$ cat config.mk
export PLATFORM = sky130hd
export DESIGN_NAME = ram_loader
export DESIGN_NICKNAME = d
export VERILOG_FILES = /design/src/rtl/ram_loader.sv
export SDC_FILE = /design/constraint.sdc
export NUM_CORES = 1
export LEC_CHECK = 0
export BUFFER_PORTS_ARGS = -buffer_cell sky130_fd_sc_hd__buf_4
export CORE_MARGIN = 1
export CORE_UTILIZATION = 55
export DETAILED_ROUTE_END_ITERATION = 12
export PLACE_DENSITY = 0.86
export SYNTH_ARGS = -nofsm -noshare
export SYNTH_HDL_FRONTEND = slang
export SYNTH_SLANG_ARGS = --single-unit
$ cat constraint.sdc
create_clock -name clk -period 6.2 [get_ports clk]
set_input_delay 0.93 -clock clk [delete_from_list [all_inputs] [get_ports clk]]
set_output_delay 0.93 -clock clk [all_outputs]
set_load 0.02 [all_outputs]
$ cat src/rtl/ram_loader.sv
// ram_loader: clears a single-port RAM to fill_value, then loads a little-endian byte stream into it.
// Optional feature: define RAM_LOADER_VERIFY_EN to add a checksum read-back pass (VERIFY state).
module ram_loader #(
    parameter int                    address_width = 8,
    parameter int                    data_width    = 16,
    parameter logic [data_width-1:0] fill_value    = '0
) (
    input  logic                     clk,
    input  logic                     reset_n,
    input  logic                     start,
    input  logic [7:0]               s_data,
    input  logic                     s_valid,
    input  logic                     s_last,
    output logic                     s_ready,
    output logic [address_width-1:0] ram_address,
    output logic [data_width-1:0]    ram_data,
    output logic                     ram_wren,
    input  logic [data_width-1:0]    ram_q,
    output logic                     busy,
    output logic                     done,
    output logic [address_width:0]   word_count,
    output logic                     overflow,
    output logic                     error
);
    localparam int BPW = data_width / 8;
    localparam int LW = (BPW > 1) ? $clog2(BPW) : 1;
    localparam logic [address_width:0] DEPTH = {1'b1, {address_width{1'b0}}};
    localparam logic [address_width:0] LAST_ADDR = {1'b0, {address_width{1'b1}}};
    localparam logic [address_width:0] ONE = {{address_width{1'b0}}, 1'b1};
    localparam logic [LW-1:0] LAST_LANE = LW'(BPW - 1);

    typedef enum logic [2:0] {
        IDLE,
        CLEAR,
        LOAD,
`ifdef RAM_LOADER_VERIFY_EN
        VERIFY,
`endif
        DONE
    } state_t;

    state_t                   state_q, state_d;
    logic [address_width:0]   cnt_q, cnt_d;
    logic [address_width:0]   word_count_q, word_count_d;
    logic                     overflow_q, overflow_d;
    logic                     error_q, error_d;
    logic [LW-1:0]            lane_q, lane_d;
    logic [data_width-1:0]    acc_q, acc_d;
    logic                     wr_pend_q, wr_pend_d;
    logic [data_width-1:0]    wr_data_q, wr_data_d;
    logic                     fin_q, fin_d;
    logic [data_width-1:0]    word;
    logic                     full;
    logic                     accept;
`ifdef RAM_LOADER_VERIFY_EN
    logic [data_width-1:0]    sum_q, sum_d;
    logic [data_width-1:0]    vsum_q, vsum_d;
`else
    logic                     unused_ram_q;
    assign unused_ram_q = ^ram_q;
`endif

    // Byte lane merge, capacity check (counting an in-flight write) and handshake.
    assign word = acc_q | (data_width'(s_data) << {lane_q, 3'b000});
    assign full = (word_count_q + {{address_width{1'b0}}, wr_pend_q}) == DEPTH;
    assign s_ready = (state_q == LOAD) && !fin_q;
    assign accept = s_ready && s_valid;
    assign word_count = word_count_q;
    assign overflow = overflow_q;
    assign error = error_q;

    // Next-state logic and RAM-side outputs for each phase of the sequence.
    always_comb begin
        state_d      = state_q;
        cnt_d        = cnt_q;
        word_count_d = word_count_q;
        overflow_d   = overflow_q;
        error_d      = error_q;
        lane_d       = lane_q;
        acc_d        = acc_q;
        wr_pend_d    = 1'b0;
        wr_data_d    = wr_data_q;
        fin_d        = fin_q;
`ifdef RAM_LOADER_VERIFY_EN
        sum_d        = sum_q;
        vsum_d       = vsum_q;
`endif
        ram_wren     = 1'b0;
        ram_address  = '0;
        ram_data     = '0;
        busy         = 1'b0;
        done         = 1'b0;
        case (state_q)
            IDLE: begin
                if (start) begin
                    state_d      = CLEAR;
                    cnt_d        = '0;
                    word_count_d = '0;
                    overflow_d   = 1'b0;
                    error_d      = 1'b0;
                    lane_d       = '0;
                    acc_d        = '0;
                    fin_d        = 1'b0;
`ifdef RAM_LOADER_VERIFY_EN
                    sum_d        = '0;
`endif
                end
            end
            CLEAR: begin
                busy        = 1'b1;
                ram_wren    = 1'b1;
                ram_address = cnt_q[address_width-1:0];
                ram_data    = fill_value;
                cnt_d       = cnt_q + ONE;
                if (cnt_q == LAST_ADDR) begin
                    state_d = LOAD;
                    cnt_d   = '0;
                end
            end
            LOAD: begin
                busy        = 1'b1;
                ram_wren    = wr_pend_q;
                ram_address = word_count_q[address_width-1:0];
                ram_data    = wr_data_q;
                if (wr_pend_q) begin
                    word_count_d = word_count_q + ONE;
`ifdef RAM_LOADER_VERIFY_EN
                    sum_d        = sum_q + wr_data_q;
`endif
                end
                if (accept) begin
                    if (full) begin
                        overflow_d = 1'b1;
                    end else if (lane_q == LAST_LANE || s_last) begin
                        wr_pend_d = 1'b1;
                        wr_data_d = word;
                        acc_d     = '0;
                        lane_d    = '0;
                    end else begin
                        acc_d  = word;
                        lane_d = lane_q + LW'(1);
                    end
                    fin_d = s_last;
                end
                // fin_q marks the cycle carrying the final write; leave after it.
                if (fin_q) begin
`ifdef RAM_LOADER_VERIFY_EN
                    state_d = (word_count_d == '0) ? DONE : VERIFY;
                    cnt_d   = '0;
                    vsum_d  = '0;
`else
                    state_d = DONE;
`endif
                end
            end
`ifdef RAM_LOADER_VERIFY_EN
            VERIFY: begin
                busy        = 1'b1;
                ram_address = cnt_q[address_width-1:0];
                cnt_d       = cnt_q + ONE;
                if (cnt_q != '0) vsum_d = vsum_q + ram_q;
                if (cnt_q == word_count_q) begin
                    state_d = DONE;
                    error_d = (vsum_q + ram_q) != sum_q;
                end
            end
`endif
            DONE: begin
                done    = 1'b1;
                state_d = IDLE;
            end
            default: state_d = IDLE;
        endcase
    end

    // State register with asynchronous active-low reset.
    always_ff @(posedge clk or negedge reset_n) begin
        if (!reset_n) begin
            state_q      <= IDLE;
            cnt_q        <= '0;
            word_count_q <= '0;
            overflow_q   <= 1'b0;
            error_q      <= 1'b0;
            lane_q       <= '0;
            acc_q        <= '0;
            wr_pend_q    <= 1'b0;
            wr_data_q    <= '0;
            fin_q        <= 1'b0;
`ifdef RAM_LOADER_VERIFY_EN
            sum_q        <= '0;
            vsum_q       <= '0;
`endif
        end else begin
            state_q      <= state_d;
            cnt_q        <= cnt_d;
            word_count_q <= word_count_d;
            overflow_q   <= overflow_d;
            error_q      <= error_d;
            lane_q       <= lane_d;
            acc_q        <= acc_d;
            wr_pend_q    <= wr_pend_d;
            wr_data_q    <= wr_data_d;
            fin_q        <= fin_d;
`ifdef RAM_LOADER_VERIFY_EN
            sum_q        <= sum_d;
            vsum_q       <= vsum_d;
`endif
        end
    end
endmodule

Word-level counts from Yosys, hierarchy flattened:

Cells that the tools add are included.

* register bits: 57
* bits of input ports: 29
* output and inout port bits: 39
* word-level logic and storage cells: 76

* $add $sub $neg: 4
* equality and inequality tests: 12
* shifts and indexed selects: 1
* muxes and demuxes: 33
* bitwise gates (word level): 2
* reduce and logical (&&, ||, !) cells: 15

Operators by type and width (count)
* 2-to-1 mux 16 bit: 5
* one-hot mux 9 bit (2 select lines): 2
* one-hot mux 16 bit (2 select lines): 1
* 2-to-1 mux 9 bit: 3
* adder 9 x 1 -> 9 bit, second input constant: 2
* OR 16 bit: 1
* one-hot mux 8 bit (2 select lines): 1
* left shift 8 x 4 -> 16 bit: 1
* != test 2 bit, second input constant: 7
* 2-to-1 mux 1 bit: 13
* AND reduction 4 bit: 3
* adder 9 x 1 -> 9 bit: 1
* equality test 9 x 8 -> 1 bit, second input constant: 1
* equality test 9 bit, second input constant: 1
* 2-to-1 mux 3 bit: 3
* one-hot mux 3 bit (3 select lines): 1
* AND reduction 3 bit: 3
* one-hot mux 1 bit (2 select lines): 4
* equality test 3 x 2 -> 1 bit, second input constant: 2
* nonzero test 2 bit: 2
* equality test 3 x 1 -> 1 bit, second input constant: 1
* logical NOT 3 bit: 1
* logical AND 1 bit: 2
* AND reduction 2 bit: 1
* other kinds (5): 5

Logic depth before layout (Yosys ltp):

Gate-level depths: netlist of the first run.

* word-level depth: 6
* gate-level depth with buffers: 9
* mapped depth without buffers: 7

Worst setup path before layout of the first run:

OpenSTA, ideal clock, no wires.

* kind: reg2out
* start: register state_q[0]
* end: output port ram_data[10]
* data arrival time: 1.739 ns
* data required time: 5.270 ns
* setup slack: 3.531 ns
* cell stages (with the launch flop): 8
* path buffers: 3
* cells stage by stage: dfrtp_1 -> inv_1 -> ha_1 -> buf_2 -> clkinv_1 -> clkbuf_1 -> clkbuf_1 -> nor2_1

* word-level cells in the longest chain between the ends: 2

RTL lines
* start, declared: RTL line 42 `state_t state_q, state_d;`
* start signal, assigned: RTL line 194 `state_q <= state_d;`
* equality test 3 x 2 -> 1 bit: RTL line 93 `case (state_q)`
* 2-to-1 mux 16 bit: RTL line 93
* end, declared: RTL line 16 `output logic [data_width-1:0] ram_data,`

No other way between the ends.

Final worst setup path of the first run:

* start: register state_q[0]
* end: output port s_ready

* word-level cells in the longest chain between the ends: 2

RTL lines
* equality test 3 x 2 -> 1 bit: RTL line 66 `assign s_ready = (state_q == LOAD) && !fin_q;`
* logical AND 1 bit: RTL line 66
* end, declared: RTL line 14 `output logic s_ready,`

No other way between the ends.

==> run summary, run 1 <==
The proportion of netlist area held by the largest area contributor came out at 0.473. Entering global routing, the biggest net connects 57 pins. The highest fanout seen on the critical path works out to 28. In this run the worst hold path is classified as flop to flop. Relative to the synthesized area, the layout overhead comes to 16.3%.

The tools report the initial cell density of the core as 0.576. The repair_antennas step left the layout with diodes totalling 0. The run gives 2 as the number of buffers between clock root and the deepest sink. The die covers 5680 µm². The total count of hold-check failures in the final report was 0; the final period demand of the worst path was 3.94 ns.

The top cell family by delay on the critical path was buffers and inverters. The clock net in this run drives a total of 56 sinks. The number of remaining DRC errors was 0; the buffers inserted during post-CTS setup optimization was 0.

Before CTS, the worst setup slack after placement is 2.70 ns. The largest total area in the synthesized netlist belongs to dfrtp_1. The floorplan step set the die height to 75.4 µm.

Once placement completed, the tool counted placed cells totaling 420. The share of total power in sequential cells is 0.371, and the iteration count of the initial detailed-routing pass is 4. The first global-routing pass estimated 10,300 µm of wire.

Detailed-route vias per instance: 5.68. The tools report the violation count after the first detailed-route iteration as 136. The data arrival at the endpoint of the critical path was 3.01 ns. The worst-case vdd ir drop is 0.000348 V, and the internal power summed over all cells is 814 µW. The post-synthesis sequential area ratio came out at 0.473. The core area was 5140 µm²; the power density normalized to cell area was 417 nW/µm².

After detailed routing, the total wire length is 6340 µm. The wire length per cell was 14.8 µm. The critical path is of the flop to primary output type.

The design draws 1440 µW. The run gives 0.142 as the power share of the clock group. By area the synthesized netlist is led by dfrtp_1 (47%), mux2i_1 (6.8%), a21oi_1 (4.7%).

The post-cts repair resize count is 0, and the count of max-cap constraint violations is 0. The tools report the max-slew violation count as 0. TritonCTS built the clock tree. In this run, post-CTS hold repair placed 0 buffers.

The tools report the initial antenna violation count as 0. The leading cell type in the layout, fill and taps excluded is dfrtp_1. The overall die width works out to 75.4 µm.

Setup repair after global routing left no endpoint under its margin. On the final layout, the worst clock skew is 0.00909 ns. The clock insertion delay at the later pin of the skew report is 0.31 ns.

In the final layout, flip-flops and latches occupy 1400 µm². Synthesis instantiated 49 different standard cells from the library. The flow ran to the end, and the final reports show no timing, DRC or antenna violations. The part of the total power dissipated in combinational logic was 0.487. The kind of start point of the critical path is a flop. The worst register-to-register path has a setup slack of 2.89 ns. The critical path contains buffers and inverters numbering 3 combined. The mapped cell area came out at 2960 µm². Among all stages on the critical path, the largest delay is contributed by clkinv_1. The most used flip-flop cell after synthesis is dfrtp_1. The total global-route track usage came out at 0.242. Pin placement for this block handled 68 I/O pins. At the end of the flow, the number of nets in the layout was 395.

The synthesis-stage register bit count was 56. The number of input and output port buffers inserted was 50. Proportion of register bits with asynchronous set or reset after synthesis: 1.00. In the layout the commonest cells are dfrtp_1 (56), buf_4 (50), nor2_1 (31), a21oi_1 (28), inv_1 (28).

After the flow finishes, the layout carries non-filler instances totaling 428. The final critical-path setup slack was 2.26 ns; the number of instances in the synthesized netlist was 312. The fraction of the cycle the final worst path needs is 0.636.

The post-synthesis net count was 350. The TritonCTS buffer count came out at 5. Setup violations remaining at the end of the flow were counted as 0.

Routability-driven placement finished with a final weighted congestion of 0.816. The tools report the worst slew margin relative to its limit as 0.304. Clock-pin slew was measured on the worst setup and hold paths at 0.10 ns. The root buffer cell chosen for the clock tree is clkbuf_8. The floorplan row count is 26, and the number of global-route vias before repair is 2,250. The number of antenna-violating nets in the routed design was 0. Share of cells above drive strength 1: 0.179.

In this design, the stage delay of the slowest critical-path cell is 0.85 ns. For this run, the number of Yosys warnings is 0. For the pin with the worst max-slew slack, the measured transition is 1.03 ns. The estimated wirelength of the detail-placed design was 4500 µm. The number of flops mapped to enable cells by yosys is 0. Summed over all cells, the static leakage comes to 0.00161 µW. After filler insertion, the fill cell instance count of the layout stands at 438.

Summing over every cut layer, the via total after detailed routing is 2,429. Setup total negative slack on the finished layout was measured at 0 ns. The multi-input combinational cells in the finished layout cover a total of 1380 µm². The level count of the clock H-tree was 2; the endpoint required time on the critical path was 5.27 ns. Dividing the synthesized area by the synthesized cell count gives 9.49 µm². Derived from the worst setup path, the maximum achievable clock frequency is 254 MHz. The net switching power of the design is 623 µW, and the share of total power consumed by net switching is 0.433. The run gives 0 as the total global routing overflow.

STA classifies the critical path endpoint as a primary output. Walking the worst path, the cells encountered are inv_1 -> ha_1 -> clkinv_1 -> nor2_1 -> buf_4.
-- worst reg2reg max path, stage by stage, from the launching register on --
cell and delay [ns]:
dfrtp_1 0.43, inv_1 0.12, ha_1 0.61, clkinv_1 0.85, nor2_1 0.48, and4_4 0.49, mux2i_1 0.25
-- metrics by stage --
stage	cell area, µm²	util	hold slack [ns]
after floorplan	2960	-	0.454
after global placement	3350	0.652	0.469
after detailed placement	3350	0.652	0.472
after CTS	3450	0.670	0.500
after global routing	3450	0.670	0.517
final	3450	0.670	0.497
-- metal layers --
layer | wire length [µm] | vias up | track usage
li1 | - | 1157 | -
met1 | 2710 | 1186 | 0.306
met2 | 3200 | 72 | 0.399
met3 | 285 | 14 | 0.0503
met4 | 152 | 0 | 0.117
met5 | 0 | - | 0
-- final cells by class --
type                       count  area share
multi-input combinational    214       0.399
clock inverter                 1     0.00218
tap                           70      0.0254
clock buffer                   7      0.0251
inverter                      30      0.0327
sequential                    56       0.407
timing repair buffer          50       0.109
-- cell usage after synthesis, drive strengths merged, types with 6 or more instances --
cell type and count:
dfrtp 56, nor2 31, a21oi 28, inv 28, nand2 22, mux2i 20, nor2b 13, o21ai 12
ha 9, a22oi 8, and2 8, o211ai 8, xor2 8, buf 6, clkbuf 6, nand3 6
-- power groups by stage --
stage	logic [µW]	clock network (µW)	registers [µW]
after floorplan	494	0	521
after global placement	676	0	535
after detailed placement	698	0	539
after CTS	702	210	533
after global routing	773	223	547
final	700	205	533
-- final timing paths --
check	cells past startpoint	endpoint	startpoint
worst max register to register	6	wr_data_q[14]	state_q[0]
worst min register to register	1	acc_q[12]	acc_q[12]
max in group asynchronous	1	cnt_q[0]	reset_n
worst min-delay path	1	acc_q[12]	acc_q[12]
min in group asynchronous	1	cnt_q[2]	reset_n
worst max-delay path	5	s_ready	state_q[0]
-- cell families (layout without fill, tap and decap cells) --
family / after synthesis / after routing / synth area share
other: 1 / 1 / 0.00127
and+or+nand+nor: 99 / 99 / 0.165
xor gates and xnor gates: 9 / 9 / 0.0266
muxes: 21 / 21 / 0.0714
AOI/OAI and AO/OA: 75 / 75 / 0.162
adders and majority gates: 9 / 9 / 0.0380
buffers and inverters: 42 / 88 / 0.0625
DFF: 56 / 56 / 0.473
-- registers in the layout, summed over array words and instances, names as in the netlist --
register    count
state_q         2
cnt_q           9
wr_pend_q       1
word_count      9
fin_q           1
overflow        1
wr_data_q      16
acc_q          16
lane_q          1
No activity file was read; power rests on OpenSTA's default activity.
==> run 2: changes to the inputs <==
CORE_UTILIZATION = 49   (was 55)
PLACE_DENSITY = 0.81   (was 0.86)
clock period = 3.25 ns   (was 6.2 ns; I/O delays follow)
==> run 2 against run 1 <==
Largest cell class unchanged; final area grew 1.7%; critical endpoint is now wr_data_q[13]; global-route usage shrank 3.2 points; first-iteration DRC count grew 43%; sequential share of layout area shrank 0.67 points.
==> run summary, run 2 (synthesis results as in run 1) <==
The pre-antenna-repair detailed-routing pass consisted of 4 iterations. The tools report the level count of the clock H-tree as 2. The root buffer cell chosen for the clock tree is clkbuf_8. The worst setup path is launched from a flop.

Met2 global-route usage: 0.351. The core area came out at 5680 µm². The share of total power consumed by net switching works out to 0.420. For this run, design rule violations remaining after detail routing come to 0. The total routed wirelength was 6300 µm. The run finished with clean final reports. The highest fanout seen on the critical path came out at 17. The maximum clock rate came out at 354 MHz. The met1 track demand over resource in global routing is 0.287, and the pin count of the biggest net entering global routing is 57.

For the initial cell density of the core, the log shows 0.522. Clock-pin slew was measured on the worst setup and hold paths at 0.10 ns. The net switching power of the design came out at 1190 µW. The first global-routing pass estimated 10,500 µm of wire. The largest registers in the layout are acc_q (16), wr_data_q (16). The height of the die works out to 79.7 µm. The later pin in the worst-skew pair is clocked with a latency of 0.31 ns.

The number of inserted diodes was 0; the share of total power in sequential cells was 0.351. For the final database, setup skew stands at 0.0118 ns. Total power: 2850 µW. The total count of hold-check failures in the final report is 0.

The total of endpoints with negative setup slack in the final report came out at 0. The top cell types in the final layout, fill and taps aside, are dfrtp_1 (56), buf_4 (55), nor2_1 (31), a21oi_1 (28), inv_1 (28). The final cell area excluding filler cells was 3500 µm². TritonCTS built the clock tree. Measured in cells, the most critical reg-to-reg path has a length of 7. Worst-case vdd ir drop: 0.000484 V.

Data on the critical path arrives at its endpoint at 3.05 ns. For this block, the via count after detailed routing is 2,438. The worst setup path is of the flop to flop kind. The area of the die came out at 6360 µm². The HPWL after detailed placement is 4370 µm. The detail route stage leaves a number of antenna-violating nets equal to 0. The global routing met3 resource utilization was 0.0286; the endpoint required time on the critical path was 3.48 ns. The buffers inserted during post-CTS setup optimization is 0. The library cell used most frequently in the layout, excluding fill and tap cells, is dfrtp_1. The TritonCTS buffer count is 5. Quantity of hold-fixing buffers added after cts: 0. Setup repair after global routing left no endpoint under its margin.

Initial antenna violation count: 0. The count of max-cap constraint violations came out at 0. In the final timing run, aggregate negative setup slack is 0 ns. The area growth from synthesis to layout is 18.3%. After floorplanning, the core was divided into 27 placement rows. The part of the total power dissipated in combinational logic is 0.487, and the wire length per cell is 14.5 µm. The clock passes through at most 2 buffers.

STA classifies the critical path endpoint as a flop. The tree built by TritonCTS fans out to 56 sinks. At the end of routability-driven placement, the weighted congestion stood at 0.851. The final period demand of the worst path is 2.82 ns, and the power share of the clock group is 0.161. The overall die width works out to 79.7 µm. The worst hold path belongs to the class primary input to async pin. The violation count after the first detailed-route iteration was 194.

After global routing, the most crowded layer is met2. The detailed-route vias per instance was 5.60; the worst slew margin relative to its limit was 0.530. The final layout contains 400 nets. Total global-route track usage: 0.211. In this run the count of I/O pins placed on the die edge is 68. The total global routing overflow was 0; the number of input and output port buffers inserted was 50. The internal power of the cells totals 1650 µW. For this design the ratio of total power to cell area is 813 nW/µm². The instance area after placement was 3390 µm².

The tools report the number of global-route vias before repair as 2,285. Fraction of the cycle the final worst path needs: 0.868. For the pin with the worst max-slew slack, the measured transition is 0.705 ns. The leakage power was 0.00164 µW.

Max-slew violation count: 0. The post-cts repair resize count was 0; the share of cells above drive strength 1 was 0.190.
[run 2: final timing paths]
check | from | to | slack, ns
worst max-delay path | wr_pend_q | wr_data_q[13] | 0.43
worst min-delay path | reset_n | cnt_q[3] | 0.21
worst max register to register | wr_pend_q | wr_data_q[13] | 0.43
worst min register to register | acc_q[11] | acc_q[11] | 0.50
max in group asynchronous | reset_n | acc_q[4] | 2.57
min in group clk | s_data[3] | acc_q[3] | 0.47
[run 2: worst max-delay path, stage by stage (launching register included)]
cell and delay, ns:
dfrtp_1 0.48, ha_1 0.25, ha_1 0.24, xor2_1 0.17, and4_1 0.22, o221ai_2 0.58
and4_4 0.57, mux2i_1 0.23
[run 2: layout make-up]
class / instances / area, µm²
fillers: 472 / 2170
multi-input cells: 214 / 1380
clock inverters: 2 / 38.8
flip-flops and latches: 56 / 1400
inverters: 30 / 113
well taps: 72 / 90.1
repair buffers: 55 / 413
clock buffers: 6 / 72.6
[run 2: metrics by stage]
step / hold slack [ns] / std cells / util / setup WS, ns
4_1_cts: 0.253 / 435 / 0.617 / 0.439
2_1_floorplan: 0.192 / 312 / - / 0.827
5_1_grt: 0.273 / 435 / 0.617 / 0.250
3_5_place_dp: 0.473 / 427 / 0.598 / 0.454
6_report: 0.215 / 435 / 0.617 / 0.428
3_3_place_gp: 0.469 / 427 / 0.598 / 0.553
[run 2: layer usage]
metal	vias up	wire length (µm)
met5	-	0
met4	0	48
met3	5	226
met2	56	3090
met1	1212	2930
li1	1165	-
[run 2: power groups by stage]
stage | registers, µW | clock network (µW) | logic (µW)
after global placement | 1010 | 0 | 1350
after floorplan | 994 | 0 | 943
after CTS | 1000 | 464 | 1390
after detailed placement | 1010 | 0 | 1380
after global routing | 1020 | 496 | 1530
final | 1000 | 460 | 1390
==> run 3: changes to the inputs <==
ABC_AREA = 1   (was not set)
==> run 3 against run 2 <==
Via count up 17%; power down 60%; critical path depth up 3; maximum frequency up 11%; worst setup slack improved by 0.28 ns; hold slack worse by 0.019 ns; clock-buffer cell count decreased by 1; register-to-register slack better by 0.28 ns; global-route usage up 2.2 points; largest cell class is now multi-input combinational cells; largest power group is now registers.
==> run summary, run 3 <==
The run finished with clean final reports. The number of flops mapped to enable cells by yosys was 0; the buffers inserted during post-CTS setup optimization was 0. Setup repair after global routing left no endpoint under its margin. Initial antenna violation count: 0. Number of global-route vias before repair: 2,633. Library cell with the highest instance count after synthesis: nand2_1. In this run the horizontal extent of the chip is 81.8 µm. The violation count after the first detailed-route iteration is 148. In this run, post-CTS repair resized a total of 0 instances.

The endpoint of the most critical register-to-register path is acc_q[1]. The cell area that synthesis handed to floorplanning was 3120 µm². The clock-pin slew on the worst setup and hold paths came out at 0.10 ns. The met1 track demand over resource in global routing came out at 0.301. Counting the buffers created by CTS gives 5.

The max-slew violation count is 0, and the Yosys warning count is 0. The worst hold path belongs to the class primary input to async pin. In this run the worst path has a maximum fanout of 17.

The tools report the net total in the final layout as 497. The iteration count of the initial detailed-routing pass is 4, and the final period demand of the worst path is 2.54 ns. In this run the register-to-register setup slack is 0.71 ns.

For the final critical-path setup slack, the log shows 0.711 ns. Launch instance of the worst register-to-register path: state_q[0]. The congestion estimate from routability-driven global placement came to 0.868. The final cell area excluding filler cells came out at 3590 µm². The run gives 57 as the pin count of the biggest net entering global routing. The count of nets left with antenna violations once routing finished came out at 0. In this run, synthesis produced a sequential element count of 56.

Dividing total power by cell area gives a power density of 316 nW/µm². The tools report the post-synthesis net count as 455. Input and output buffers added on the ports amount to 50.

The share of cells above drive strength 1 is 0.165, and the quantity of hold-fixing buffers added after cts is 0. The total routed wirelength came out at 7020 µm. The number of buffer and inverter stages on the critical path was 3; the worst reg2reg path depth was 10. Row generation in the floorplan step produced 28 rows. Actual slew at the worst max-slew pin: 0.700 ns. The worst setup path is captured at a flop. The total negative slack for setup checks is 0 ns.

Leaving out fill and tap cells, the most frequent cell in the layout is nand2_1. Of all cell types, the one taking the most synthesized area is dfrtp_1. Total of endpoints with negative setup slack in the final report: 0. Across the VDD grid, the largest voltage drop is 0.000275 V.

For the boundary pin count, the log shows 68. The run gives 0.596 as the utilization after layout. In the synthesized netlist, the number of instances is 417. The top cell family by delay on the critical path is simple AND/OR/NAND/NOR gates. Between clock sinks in the finished design, the worst skew comes to 0.00660 ns. The run gives 0.533 as the worst slew margin relative to its limit.

Proportion of netlist area held by the largest area contributor: 0.449. The first global-routing pass estimated 11,800 µm of wire. The placed instances occupy a cell area of 3500 µm². For the worst-skew pair, the clock arrives at the later sink with an insertion delay of 0.32 ns. Yosys attributes the largest share of cell area to dfrtp_1 (45%), nand2_1 (15%), a21oi_1 (6.4%).

The run gives 0 as the total count of hold-check failures in the final report. The H-tree was split into 2 levels. The fraction of the cycle the final worst path needs was 0.781. In this run the deepest clock path goes through 2 buffers.

The largest registers in the layout are acc_q (16), wr_data_q (16). For the core area, the log shows 6030 µm². The largest individual stage delay along the critical path comes from the cell ha_1. The post-synthesis area per instance was 7.48 µm². After global routing, the most crowded layer is met2.

The tools report the kind of start point of the critical path as a flop. The critical path in this run is classified as flop to flop. 0 antenna diodes ended up in the layout. The detailed-route vias per instance came out at 5.35.

The logs give 0.0344 for the global routing met3 resource utilization and 0.518 for the initial cell density of the core. CTS placed an instance of clkbuf_8 at the clock tree root. STA puts the critical path data required time at 3.47 ns. In the layout the commonest cells are nand2_1 (124), dfrtp_1 (56), buf_4 (52), inv_1 (45), a21oi_1 (40). The run gives 0 as the number of remaining DRC errors.

In this run the vertical extent of the chip is 81.8 µm. Global routing finished with a remaining overflow of 0. The run gives 0.232 as the total global-route track usage. The final non-filler cell total is 535.

The number of placed instances, taps included, is 527. The proportion of register bits with asynchronous set or reset after synthesis was 1.00; the largest incremental delay on the critical path was 0.47 ns. The commonest cells after synthesis are nand2_1 (124), dfrtp_1 (56), inv_1 (45). Among all flip-flop cells after synthesis, the most frequent one is dfrtp_1. The run gives 56 as the total number of clock tree sinks. For this run, the top clock speed supported by timing is 394 MHz.

In this run the static leakage power is 0.00193 µW. Across all layers, the routed design uses 2,861 vias. The met2 global-route usage is 0.391, and the wire length per cell is 13.1 µm. The pre-CTS setup slack was 0.757 ns; the area added between synthesis and finish was 15.2%. The post-synthesis sequential area ratio was 0.449. The count of max-cap constraint violations is 0. TritonCTS built the clock tree. Detailed placement ended at an HPWL of 4920 µm. After synthesis, the netlist uses 32 different library cells.

The area of the die was 6690 µm². The critical path goes through inv_1 -> ha_1 -> inv_1 -> nor2_2 -> nand2_1 -> a21oi_4 -> buf_4 -> nand2_4 -> nand2_1 -> nand2_1. For the worst setup path, the data arrival time is 2.76 ns. Counting stages on the worst path, the most repeated cell is nand2_1. Fill cells in the final layout number 562.
[run 3: through the flow]
stage          power, µW  hold slack, ns
5_1_grt             1170           0.262
2_1_floorplan        717           0.192
6_report            1130           0.196
4_1_cts             1140           0.233
3_5_place_dp         745           0.461
3_3_place_gp         744           0.455
[run 3: layer usage]
metal,vias to the layer above,part of all wire
met3,7,0.055
li1,1414,-
met5,-,0
met1,1349,0.45
met4,0,0.010
met2,91,0.49
[run 3: area by class of cell]
type | instances | area [µm²] | share of cell area
tap | 75 | 93.8 | 0.0261
timing repair buffer | 52 | 390 | 0.109
multi-input combinational | 297 | 1440 | 0.400
inverter | 47 | 178 | 0.0495
sequential | 56 | 1400 | 0.390
clock buffer | 5 | 68.8 | 0.0192
clock inverter | 3 | 22.5 | 0.00627
[run 3: power breakdown]
| group | total, µW | internal [µW] | switching [µW] |
|---|---|---|---|
| registers | 696 | 696 | 0 |
| clock network | 404 | 155 | 249 |
| logic | 33.4 | 11.4 | 22.1 |
[run 3: worst max-delay path by stage]
stage | from | end | slack [ns] | cells after the start
finish | state_q[0] | acc_q[1] | 0.71 | 10
global route | state_q[0] | acc_q[7] | 0.53 | 10
CTS | state_q[0] | ram_data[7] | 0.74 | 6
global placement | state_q[0] | acc_q[6] | 0.87 | 10
detailed placement | state_q[0] | acc_q[0] | 0.76 | 10
floorplan | state_q[0] | ram_address[3] | 1.0 | 7
[run 3: worst register-to-register path: cells and delay by family (launching register included)]
kind            cells  cell delay (ns)
simple gates        5             0.66
buf+inv             3             0.57
fa+ha+maj           1             0.47
flops               1             0.43
compound gates      1             0.32
[run 3: logic make-up after synthesis]
logic type / synth area share
AOI/OAI and AO/OA: 0.135
adders and majority gates: 0.0361
xor gates and xnor gates: 0.00281
other: 0.00120
DFF: 0.449
buffers and inverters: 0.0898
and+or+nand+nor: 0.286
